### config.mk
export PLATFORM = sky130hd
export DESIGN_NAME = flappy_renderer_flat
export DESIGN_NICKNAME = d
export VERILOG_FILES = /design/src/rtl/flappy_if.sv /design/src/rtl/flappy_renderer.sv /design/src/flat_wrapper.sv
export SDC_FILE = /design/constraint.sdc
export NUM_CORES = 1
export LEC_CHECK = 0
export CORE_UTILIZATION = 55
export DETAILED_ROUTE_END_ITERATION = 16
export GPL_TIMING_DRIVEN = 0
export PLACE_DENSITY = 0.83
export SLEW_MARGIN = 20
export SYNTH_ARGS = -nofsm -noshare
export SYNTH_HDL_FRONTEND = slang
export SYNTH_SLANG_ARGS = --single-unit
export TNS_END_PERCENT = 30
### constraint.sdc
create_clock -name clk -period 6.6 [get_ports clk]
set_clock_uncertainty 0.05 [all_clocks]
set_input_delay 0.99 -clock clk [delete_from_list [all_inputs] [get_ports clk]]
set_output_delay 0.99 -clock clk [all_outputs]
set_load 0.01 [all_outputs]
### src/rtl/flappy_if.sv
// Renderer bus: VGA scan position, game-physics object positions in, pixel colour and game status out.
// The master side is the timing/physics producer, the slave side is the renderer.
interface flappy_if #(
  parameter int NUM_PIPES = 2,
  parameter int SCORE_W   = 16
);
  logic                    bright;
  logic [9:0]              hCount;
  logic [9:0]              vCount;
  logic [9:0]              BirdX;
  logic [9:0]              BirdY;
  logic [10*NUM_PIPES-1:0] PipeX;
  logic [10*NUM_PIPES-1:0] PipeY;
  logic [11:0]             rgb;
  logic [SCORE_W-1:0]      score;
  logic                    collision;
  logic                    frame_done;

  modport master (
    output bright, hCount, vCount, BirdX, BirdY, PipeX, PipeY,
    input  rgb, score, collision, frame_done
  );

  modport slave (
    input  bright, hCount, vCount, BirdX, BirdY, PipeX, PipeY,
    output rgb, score, collision, frame_done
  );
endinterface

### src/rtl/flappy_renderer.sv
// Pixel painter for background, NUM_PIPES pipe pairs and the bird, with per-frame collision
// detection, per-pipe pass scoring and a frame-end strobe. All outputs are registered.
module flappy_renderer #(
  parameter int NUM_PIPES   = 2,
  parameter int PIPE_HALF_W = 50,
  parameter int GAP_H       = 100,
  parameter int BIRD_HALF   = 10,
  parameter int V_START     = 35,
  parameter int V_END       = 515,
  parameter int SCORE_W     = 16
) (
  input logic     clk,
  input logic     reset,
  flappy_if.slave bus
);

  localparam logic [10:0]        PHW       = 11'(PIPE_HALF_W);
  localparam logic [10:0]        GAP       = 11'(GAP_H);
  localparam logic [10:0]        BH        = 11'(BIRD_HALF);
  localparam logic [10:0]        VS        = 11'(V_START);
  localparam logic [10:0]        VE        = 11'(V_END);
  localparam logic [10:0]        COORD_MAX = 11'd1023;
  localparam logic [SCORE_W+3:0] SCORE_MAX = {4'd0, {SCORE_W{1'b1}}};

  logic [11:0]          rgb_q, rgb_d;
  logic [SCORE_W-1:0]   score_q, score_d;
  logic                 collision_q, collision_d;
  logic                 frame_done_q, frame_done_d;
  logic                 pending_q, pending_d;
  logic [NUM_PIPES-1:0] passed_q, passed_d;

  logic [10:0]          h_ext, v_ext, bx, by, bird_left;
  logic [10:0]          px, py, p_left, p_right, low_top;
  logic                 bird_hit, pipe_any, edge_hit, frame_end, coll_set;
  logic [NUM_PIPES-1:0] pass_now;
  logic [3:0]           pass_cnt;
  logic [SCORE_W+3:0]   score_sum;

  // All zone geometry is 11-bit so pipe/bird bounds never wrap around the screen edge.
  always_comb begin
    h_ext     = {1'b0, bus.hCount};
    v_ext     = {1'b0, bus.vCount};
    bx        = {1'b0, bus.BirdX};
    by        = {1'b0, bus.BirdY};
    bird_left = (bx >= BH) ? (bx - BH) : 11'd0;
    bird_hit  = (h_ext + BH >= bx) && (h_ext <= bx + BH) &&
                (v_ext + BH >= by) && (v_ext <= by + BH);

    px       = 11'd0;
    py       = 11'd0;
    p_left   = 11'd0;
    p_right  = 11'd0;
    low_top  = 11'd0;
    pipe_any = 1'b0;
    pass_now = '0;
    pass_cnt = 4'd0;
    for (int i = 0; i < NUM_PIPES; i++) begin
      px       = {1'b0, bus.PipeX[10*i +: 10]};
      py       = {1'b0, bus.PipeY[10*i +: 10]};
      p_left   = (px >= PHW) ? (px - PHW) : 11'd0;
      p_right  = px + PHW;
      low_top  = py + GAP;
      pipe_any = pipe_any | ((h_ext >= p_left) && (h_ext <= p_right) &&
                             ((v_ext <= py) || ((low_top <= COORD_MAX) && (v_ext >= low_top))));
      // A pipe fully left of the bird counts once; moving back right re-arms it.
      pass_now[i] = (p_right < bird_left);
      pass_cnt    = pass_cnt + {3'd0, (pass_now[i] & ~passed_q[i])};
    end

    frame_end = (bus.vCount == 10'(V_END)) && (bus.hCount == 10'd0);
    edge_hit  = (by < VS + BH) || (by + BH >= VE);
    coll_set  = pending_q | edge_hit;

    rgb_d = (!bus.bright) ? 12'h000 :
            bird_hit      ? 12'hFFF :
            pipe_any      ? 12'h0F0 : 12'hF00;

    pending_d    = frame_end ? 1'b0 : (pending_q | (bus.bright & bird_hit & pipe_any));
    collision_d  = collision_q | (frame_end & coll_set);
    frame_done_d = frame_end;
    passed_d     = frame_end ? pass_now : passed_q;

    score_sum = {4'd0, score_q} + {{SCORE_W{1'b0}}, pass_cnt};
    // A collision detected at this frame end suppresses any pass scored in the same frame.
    score_d   = (frame_end && !collision_q && !coll_set) ?
                ((score_sum > SCORE_MAX) ? SCORE_MAX[SCORE_W-1:0] : score_sum[SCORE_W-1:0]) :
                score_q;
  end

  // State and output registers with synchronous reset.
  always_ff @(posedge clk) begin
    if (reset) begin
      rgb_q        <= 12'h000;
      score_q      <= '0;
      collision_q  <= 1'b0;
      frame_done_q <= 1'b0;
      pending_q    <= 1'b0;
      passed_q     <= '0;
    end else begin
      rgb_q        <= rgb_d;
      score_q      <= score_d;
      collision_q  <= collision_d;
      frame_done_q <= frame_done_d;
      pending_q    <= pending_d;
      passed_q     <= passed_d;
    end
  end

  assign bus.rgb        = rgb_q;
  assign bus.score      = score_q;
  assign bus.collision  = collision_q;
  assign bus.frame_done = frame_done_q;

endmodule

### src/flat_wrapper.sv
// flat-port wrapper written by rule: the top's interface ports become plain ports
module flappy_renderer_flat 
#(
  parameter int NUM_PIPES   = 2,
  parameter int PIPE_HALF_W = 50,
  parameter int GAP_H       = 100,
  parameter int BIRD_HALF   = 10,
  parameter int V_START     = 35,
  parameter int V_END       = 515,
  parameter int SCORE_W     = 16
)
  (clk, reset, bus_bright, bus_hCount, bus_vCount, bus_BirdX, bus_BirdY, bus_PipeX, bus_PipeY, bus_rgb, bus_score, bus_collision, bus_frame_done);
  flappy_if #(.NUM_PIPES(NUM_PIPES), .SCORE_W(SCORE_W)) bus_i ();
  input logic clk;
  input logic reset;
  input wire logic [$bits(bus_i.bright)-1:0] bus_bright;
  input wire logic [$bits(bus_i.hCount)-1:0] bus_hCount;
  input wire logic [$bits(bus_i.vCount)-1:0] bus_vCount;
  input wire logic [$bits(bus_i.BirdX)-1:0] bus_BirdX;
  input wire logic [$bits(bus_i.BirdY)-1:0] bus_BirdY;
  input wire logic [$bits(bus_i.PipeX)-1:0] bus_PipeX;
  input wire logic [$bits(bus_i.PipeY)-1:0] bus_PipeY;
  output wire logic [$bits(bus_i.rgb)-1:0] bus_rgb;
  output wire logic [$bits(bus_i.score)-1:0] bus_score;
  output wire logic [$bits(bus_i.collision)-1:0] bus_collision;
  output wire logic [$bits(bus_i.frame_done)-1:0] bus_frame_done;
  assign bus_i.bright = bus_bright;
  assign bus_i.hCount = bus_hCount;
  assign bus_i.vCount = bus_vCount;
  assign bus_i.BirdX = bus_BirdX;
  assign bus_i.BirdY = bus_BirdY;
  assign bus_i.PipeX = bus_PipeX;
  assign bus_i.PipeY = bus_PipeY;
  assign bus_rgb = bus_i.rgb;
  assign bus_score = bus_i.score;
  assign bus_collision = bus_i.collision;
  assign bus_frame_done = bus_i.frame_done;
  flappy_renderer #(.NUM_PIPES(NUM_PIPES), .PIPE_HALF_W(PIPE_HALF_W), .GAP_H(GAP_H), .BIRD_HALF(BIRD_HALF), .V_START(V_START), .V_END(V_END), .SCORE_W(SCORE_W)) u_core (.clk(clk), .reset(reset), .bus(bus_i));
endmodule
==> results.json <==
{
  "status": "complete, no violations",
  "diodes": 0,
  "grt_start_max_net_pins": 13,
  "p_leak_nw": 3.41,
  "min_period_over_period": 0.923,
  "worst_ep_required_time_ns": 6.68,
  "postRouteAntennaNets": 0,
  "die-area_sq_um": 11800,
  "critPathSlowestCell": "clkdlybuf4s50_1",
  "peakVddDrop_mv": 0.0940,
  "via_per_inst": 5.95,
  "tightest_slew_ns": 0.932,
  "setup_violations": 0,
  "synth_nets": 1062,
  "drive_gt1_frac": 0.0462,
  "hold_viol": 0,
  "relSlewSlack": 0.371,
  "synth_cells": 827,
  "synth_edf_count": 0,
  "chipHeight_um": 108,
  "die_w_um": 108,
  "critical_path_class": "in2reg",
  "ys_ff_latch": 24,
  "ys_types": 74,
  "place.gp.congestion": 0.896,
  "dpl.hpwl_um": 13700,
  "drv_slew": 0,
  "cts_buffers": 3,
  "worstPathArrival_ns": 6.17,
  "ios": 113,
  "totalWireLength_um": 16700,
  "htree_num_levels": 1,
  "synth_area_per_cell_sq_um": 7.53,
  "crit_fanout": 10,
  "start_util": 0.569,
  "drt-initial-drc-count": 339,
  "p_total_mw": 0.770,
  "clock-sinks": 24,
  "core_area_sq_um": 10900,
  "layout.nets": 1167,
  "numPortBuffers": 101,
  "worstHoldPathType": "reg2reg",
  "cts.path.max_buffers": 2,
  "fin_util": 0.685,
  "synth_warnings": 0,
  "rows": 38,
  "clk_pin_slew_worst_paths_ns": 0.06,
  "areaGrowthSynthToFinish_pct": 20.3,
  "grt_first_pass_wirelength_um": 27200,
  "fin_crit_ns": 6.09,
  "cpPeakStageDelay_ns": 0.58,
  "ys.flop_type": "dfxtp_1",
  "cts_tree": "built",
  "async_flop_share": 0,
  "rsz0062_at_grt": "no",
  "max_freq_mhz": 164,
  "first_global_vias": 5939,
  "power_density_nw_per_um2": 103,
  "worst-path-buf-inv": 3,
  "cp_top_family": "simple AND/OR/NAND/NOR gates",
  "ys_seq_area_frac": 0.0772,
  "vias": 6366,
  "netlist_area_sq_um": 6230,
  "cap_violations": 0,
  "end_kind": "flop",
  "drc": 0,
  "clock_latency_ns": 0.26,
  "grt_use_total": 0.287,
  "crit_top_cell": "ha_1",
  "routedWlPerCell_um": 15.6,
  "grt_overflow": 0,
  "start_kind": "input pin",
  "clockRootBuffer": "clkbuf_16",
  "dr.pass1.iters": 5,
  "grt_antenna_before_repair": 0
}
## what timing repair did
item                                   in CTS  in global routing
setup endpoints to repair                   0                  9
hold buffers                                0                  0
endpoints found under the hold margin       0                  0
gates resized for setup                     0                  2
setup buffers                               0                  0
## power breakdown
group	internal, mW	switching (mW)
Clock	0.0803	0.0523
Combinational	0.228	0.261
Sequential	0.147	0.00196
Total	0.455	0.315
## final cells by class
type,count,area [sq um]
plain buffers,28,180
clock buffers,3,75.1
fillers,964,3440
inverters,74,278
multi-input cells,700,5290
flip-flops and latches,24,480
well taps,140,175
repair buffers,101,1010
## cells by family (layout without fill, tap and decap cells)
family / Yosys count / after routing / share of synthesized area
AND/OR/NAND/NOR: 300 / 300 / 0.246
buffers and inverters: 103 / 206 / 0.0741
flip-flops: 24 / 24 / 0.0772
AO/OA/AOI/OAI: 178 / 178 / 0.197
XOR/XNOR: 70 / 70 / 0.0997
adder cells (fa/ha/maj): 152 / 152 / 0.307
## tightest hold or removal path: stages (launching register included)
cell and delay [ns]:
dfxtp_1 0.33, nand2_1 0.07, o41ai_2 0.04
## cell usage in the layout (no fill, tap or decap), types with 4 or more instances in the layout
cell type	synthesis	routed
nand3_1	23	23
buf_4	9	9
a21oi_1	47	47
o2111ai_1	5	5
nand2_1	84	84
nor2_1	50	50
nor3_1	35	34
inv_1	72	72
nand4_1	21	21
o21ai_0	30	30
a211oi_1	14	14
or4_1	7	7
or3_1	4	4
clkdlybuf4s50_1	0	101
ha_1	151	151
a31oi_1	10	10
nor4_1	15	15
nor2b_1	12	12
and3_1	11	11
xor2_1	21	21
clkbuf_1	11	10
buf_6	5	5
xnor2_1	48	48
a21o_1	20	20
o21a_1	8	8
nand2b_1	15	14
dfxtp_1	24	24
## metrics by stage
step	instance area [sq um]	setup WS, ns	hold slack (ns)	cells	setup TNS [ns]
3_3_place_gp	7410	0.0119	0.393	1068	0
5_1_grt	7490	0.117	0.443	1070	0
3_5_place_dp	7410	-0.0827	0.401	1068	-0.120
2_1_floorplan	6230	1.32	0.368	827	0
6_report	7490	0.509	0.423	1070	0
4_1_cts	7490	0.158	0.416	1071	0
## flip-flops by register name, summed over array words and instances, names as in the netlist
signal	count
u_core.bus.collision	1
u_core.bus.rgb	3
u_core.bus.score	16
u_core.passed_q	2
u_core.pending_q	1
u_core.bus.frame_done	1
## layer usage
| metal | global-route usage | share of wire | up-vias |
|---|---|---|---|
| met2 | 0.507 | 0.48 | 193 |
| met3 | 0.0229 | 0.061 | 29 |
| li1 | - | - | 3214 |
| met4 | 0.0656 | 0.019 | 0 |
| met5 | 0 | 0 | - |
| met1 | 0.376 | 0.44 | 2930 |
## cell usage after synthesis, types with 3 or more instances
library cell	count	area, sq um
a2111oi_0	3	26.3
a211o_1	3	26.3
a211oi_1	14	105
a21o_1	20	150
a21oi_1	47	235
a221oi_1	3	26.3
a31oi_1	10	62.6
a41oi_1	3	26.3
and2_1	3	18.8
and3_1	11	68.8
buf_2	3	15.0
buf_4	9	67.6
buf_6	5	56.3
clkbuf_1	11	41.3
dfxtp_1	24	480
ha_1	151	1890
inv_1	72	270
nand2_1	84	315
nand2b_1	15	93.8
nand3_1	23	115
nand4_1	21	131
nor2_1	50	188
nor2b_1	12	75.1
nor3_1	35	175
nor3b_1	3	22.5
nor4_1	15	93.8
o2111ai_1	5	43.8
o211ai_1	3	22.5
o21a_1	8	60.1
o21ai_0	30	150
o221ai_1	3	26.3
or3_1	4	25.0
or4_1	7	52.6
xnor2_1	48	420
xor2_1	21	184
## worst paths after layout
| kind | startpoint | slack (ns) | cells after the start | end |
|---|---|---|---|---|
| hold / removal | u_core.pending_q | 0.42 | 2 | u_core.pending_q |
| setup / recovery | bus_BirdX[1] | 0.51 | 26 | u_core.bus.score[13] |
| hold reg to reg | u_core.pending_q | 0.42 | 2 | u_core.pending_q |
| setup reg to reg | u_core.passed_q[1] | 3.83 | 12 | u_core.bus.score[3] |
(Power assumes the default switching activity.)
